<file path="src/rtl/ram64_pkg.sv">
// Shared constants and helpers for the 64-word RAM built from eight 8-word banks.
package ram64_pkg;

    localparam int unsigned WIDTH_DEFAULT = 16;
    localparam int unsigned N_BANKS       = 8;
    localparam int unsigned N_WORDS       = 8;
    localparam int unsigned BANK_AW       = $clog2(N_BANKS);
    localparam int unsigned WORD_AW       = $clog2(N_WORDS);
    localparam int unsigned ADDR_W        = BANK_AW + WORD_AW;

    // One-hot bank write enable; all zero when load is low.
    function automatic logic [N_BANKS-1:0] bank_decode(
        input logic               load,
        input logic [BANK_AW-1:0] sel
    );
        logic [N_BANKS-1:0] onehot;
        onehot = N_BANKS'(1) << sel;
        return load ? onehot : '0;
    endfunction

endpackage

</file>
<file path="src/rtl/ram8.sv">
// Eight-entry register-file bank: async-clear storage with a combinational read port.
module ram8
    import ram64_pkg::*;
#(
    parameter int unsigned WIDTH = WIDTH_DEFAULT
) (
    input  logic               clock,
    input  logic               reset_n,
    input  logic               load,
    input  logic [WORD_AW-1:0] address,
    input  logic [WIDTH-1:0]   in,
    output logic [WIDTH-1:0]   out
);

    logic [WIDTH-1:0] mem_q [N_WORDS];

    // Words clear while reset is low; a load landing during reset is dropped.
    always_ff @(posedge clock or negedge reset_n) begin
        if (!reset_n) begin
            for (int i = 0; i < int'(N_WORDS); i++) begin
                mem_q[i] <= '0;
            end
        end else if (load) begin
            mem_q[address] <= in;
        end
    end

    // Read is asynchronous, so a write cycle still shows the old word until the edge.
    always_comb begin
        out = mem_q[address];
    end

endmodule

</file>
<file path="src/rtl/ram64.sv">
// 64-word RAM: eight ram8 banks with a load demultiplexer and an output multiplexer.
module ram64
    import ram64_pkg::*;
#(
    parameter int unsigned WIDTH = WIDTH_DEFAULT
) (
    input  logic              clock,
    input  logic              reset_n,
    input  logic [WIDTH-1:0]  in,
    input  logic              load,
    input  logic [ADDR_W-1:0] address,
    output logic [WIDTH-1:0]  out
);

    logic [BANK_AW-1:0] bank_sel_c;
    logic [WORD_AW-1:0] word_sel_c;
    logic [N_BANKS-1:0] bank_load_c;
    logic [WIDTH-1:0]   bank_out_c [N_BANKS];

    always_comb begin
        bank_sel_c  = address[ADDR_W-1:WORD_AW];
        word_sel_c  = address[WORD_AW-1:0];
        bank_load_c = bank_decode(load, bank_sel_c);
    end

    for (genvar b = 0; b < int'(N_BANKS); b++) begin : g_bank
        ram8 #(
            .WIDTH(WIDTH)
        ) u_ram8 (
            .clock   (clock),
            .reset_n (reset_n),
            .load    (bank_load_c[b]),
            .address (word_sel_c),
            .in      (in),
            .out     (bank_out_c[b])
        );
    end

    always_comb begin
        out = bank_out_c[bank_sel_c];
    end

endmodule

</file>
<file path="config.mk">
export PLATFORM = sky130hd
export DESIGN_NAME = ram64
export DESIGN_NICKNAME = d
export VERILOG_FILES = /design/src/rtl/ram64_pkg.sv /design/src/rtl/ram8.sv /design/src/rtl/ram64.sv
export SDC_FILE = /design/constraint.sdc
export NUM_CORES = 1
export LEC_CHECK = 0
export CORE_MARGIN = 5
export CORE_UTILIZATION = 55
export DETAILED_ROUTE_END_ITERATION = 6
export PLACE_DENSITY_LB_ADDON = 0.1
export SLEW_MARGIN = 20
export SYNTH_ARGS = -nofsm -noshare
export SYNTH_HDL_FRONTEND = slang
export SYNTH_SLANG_ARGS = --single-unit
</file>
<file path="constraint.sdc">
create_clock -name clock -period 2.9 [get_ports clock]
set_input_delay 0.58 -clock clock [delete_from_list [all_inputs] [get_ports clock]]
set_output_delay 0.58 -clock clock [all_outputs]
set_load 0.1 [all_outputs]
</file>
==> out/metrics.cfg <==
[yosys]
synth_flop_cell=dfrtp_1
async_flop_share_pct=100
synth_seq_cells=1024
syn-num-nets=3319
synth_top_cell_area_share_pct=54.5
ys_seq_area_share_pct=54.5
netlist_instances=3294
post-synth-top-count-cell=mux2_2
yosys.area.top_type=dfrtp_1
synth_cell_types=74
netlist_top_cells_area=dfrtp_1, mux2_2, mux4_2, mux2i_1, a221oi_1
synthesis.area_um2=47100
synth_edf_count=0
yosysWarnings=0
avgSynthCellArea_um2=14.3
ys_top_cells_by_count=mux2_2, dfrtp_1, clkbuf_1

[worst_setup_path]
cp_max_fo=7
r2r_end=g_bank[7].u_ram8.mem_q[2]
timing.rr.start=g_bank[7].u_ram8.mem_q[2]
arrival_ns=2.89
crit_chain=clkbuf_16 -> buf_12 -> buf_12 -> nor3b_4 -> buf_4 -> clkbuf_4 -> a22oi_2 -> a41oi_2 -> or4_4 -> a2bb2oi_4 -> buf_12
r2r.worst_path.cells=2
crit_path_frequent_cell=buf_12
critPathCaptureType=primary output
max_stage_delay_ns=0.58
critPathRequiredTime_ns=2.32
reg2reg_slack_ns=2.01
crit_path_top_delay_cell=or4_4
critPathKind=input pin to primary output
startpoint_type=input pin

[run_status]
violations=negative setup slack
status=complete, but fails checks

[layout]
reg_top3=g_bank.u_ram8.mem_q x1024
nNetsFinal=3717
utilization_pct=68.8
largest_reg_flops=1024
largest-register=g_bank.u_ram8.mem_q
finalNonFillerCells=4925
syn_to_final_growth_pct=24.3
drive_gt1_share_pct=57.5

[sta]
rsz0062_at_grt=true
setup_ws_ns=-0.571
max_freq_mhz=288
min_period_over_period_pct=120
timing.final.max_slew_violations=0
tightestPinTransition_ns=0.895
clock_skew_ns=0
setup_viol=16
period_needed_ns=3.47
slew_headroom_pct=40.4
hold_viol_final=0
whs_ns=0.491

[clock_network]
cts_tree=built
cts_made_buffers=107
clock_path_buffers=3
clk_pin_slew_ns=0.06
insertion_delay_ns=0.69
cts-root-buf=clkbuf_16
cts.sinks=1024
cts_max_level=3

[grt]
overflow=0
grt_pass1_vias=33700
grt_start_max_net_pins=97
grt_usage_pct=33.9
grt_pass1_wl_mm=230
antenna_found_initial=3

[place]
place_hpwl_mm=104
gp_congestion=0.946
dp_cells=4671
port_buffers=40

[pwr]
vdd_drop_max_mv=0.681
power_density_nw_per_um2=638
power_mw=37.3
leakagePower_nw=27.1

[floorplanning]
coreArea_um2=85000
top_level_ports=41
die_w_um=303
fp.dieH_um=303
start_util_pct=55.4
die_area_um2=91500
rows=107

[hold_path]
hp-class=flip-flop to flip-flop
hold_end=g_bank[6].u_ram8.mem_q[75]
hp-start=g_bank[6].u_ram8.mem_q[75]
min_path_cells=1

[drt]
wl_per_cell_um=31.3
ant_nets=0
drt-total-wl_mm=154
route.detailed.drc=0
drt_first_iter_violations=3097
vias=32000
viasPerCell=6.49
drtPass1Iterations=6

[run]
drv_cap=0

-- layer usage --
layer / share of wire, % / up-vias / track usage (%)
met1: 41 / 17100 / 47.9
met5: 0.0052 / - / 0
li1: - / 13100 / -
met4: 4.5 / 2 / 13.5
met2: 46 / 1398 / 52.4
met3: 8.4 / 345 / 6.83
-- worst max-delay path: cells and delay by family --
family	cells	cell delay, ns
buffers and inverters	6	0.99
and+or+nand+nor	2	0.75
AOI/OAI and AO/OA	3	0.53
-- logic make-up (layout without fill, tap and decap cells) --
logic type             Yosys count  count (layout)  synth area share [%]
DFF                           1024            1024                  54.5
other                            0               3                     0
muxes                         1258            1258                  31.8
AOI/OAI and AO/OA              451             451                  7.11
buffers and inverters          320             804                  3.70
and+or+nand+nor                241             241                  2.91
-- power by group --
group | total [mW] | switching (mW) | leakage, nW | internal (mW)
clock | 14.1 | 5.83 | 1.78 | 8.26
combinational | 6.01 | 2.97 | 11.7 | 3.04
sequential | 17.2 | 1.00 | 13.6 | 16.2
total | 37.3 | 9.81 | 27.1 | 27.5
-- final cells by class --
cell class,instances,area (um^2)
Clock buffer,162,3170
Sequential cell,1024,25600
Inverter,5,33.8
Antenna cell,3,7.51
Tap cell,1144,1430
Timing Repair Buffer,604,6860
Multi-Input combinational cell,1950,20900
Clock inverter,33,455
Fill cell,5804,26500
-- how the worst max path moves through the flow --
| stage | startpoint | end | slack (ns) | cells after the start |
|---|---|---|---|---|
| after detailed placement | address[4] | out[7] | -1.19 | 10 |
| after floorplan | address[2] | out[4] | -0.13 | 9 |
| after CTS | g_bank[4].u_ram8.mem_q[51] | out[3] | -0.54 | 7 |
| after global placement | address[4] | out[7] | -1.21 | 10 |
| final | address[0] | out[8] | -0.57 | 11 |
| after global routing | address[0] | out[8] | -0.58 | 11 |
-- what timing repair did --
item,4_1_cts,5_1_grt
pin swaps,65,46
setup buffers,45,16
endpoints found under the hold margin,43,0
cloned,5,1
resized for setup,218,59
hold buffers,1,0
endpoints found under the setup margin,16,16
-- through the flow --
step / TNS [ns] / worst slack [ns] / area (um^2)
2_1_floorplan: -0.624 / -0.128 / 47400
3_3_place_gp: -118.55 / -1.21 / 53000
3_5_place_dp: -130.26 / -1.19 / 53000
4_1_cts: -6.58 / -0.537 / 58100
5_1_grt: -7.45 / -0.584 / 58500
6_report: -7.21 / -0.571 / 58500
-- cell usage in the layout, fill, tap and decap left out, drive strengths merged, types with 4 or more instances in the layout --
cell	count
a211oi	7
a21oi	55
a221o	13
a221oi	97
a222oi	10
a22o	9
a22oi	98
a31oi	15
a32oi	4
a41oi	11
and2	4
and3	5
buf	593
bufinv	8
clkbuf	167
clkinv	22
dfrtp	1024
inv	6
mux2	1078
mux2i	97
mux4	83
nand2	80
nand3	15
nor2	94
nor2b	6
nor3	12
o211ai	5
o21ai	64
o221ai	6
o22a	4
o22ai	23
o2bb2ai	5
(Power assumes the default switching activity.)
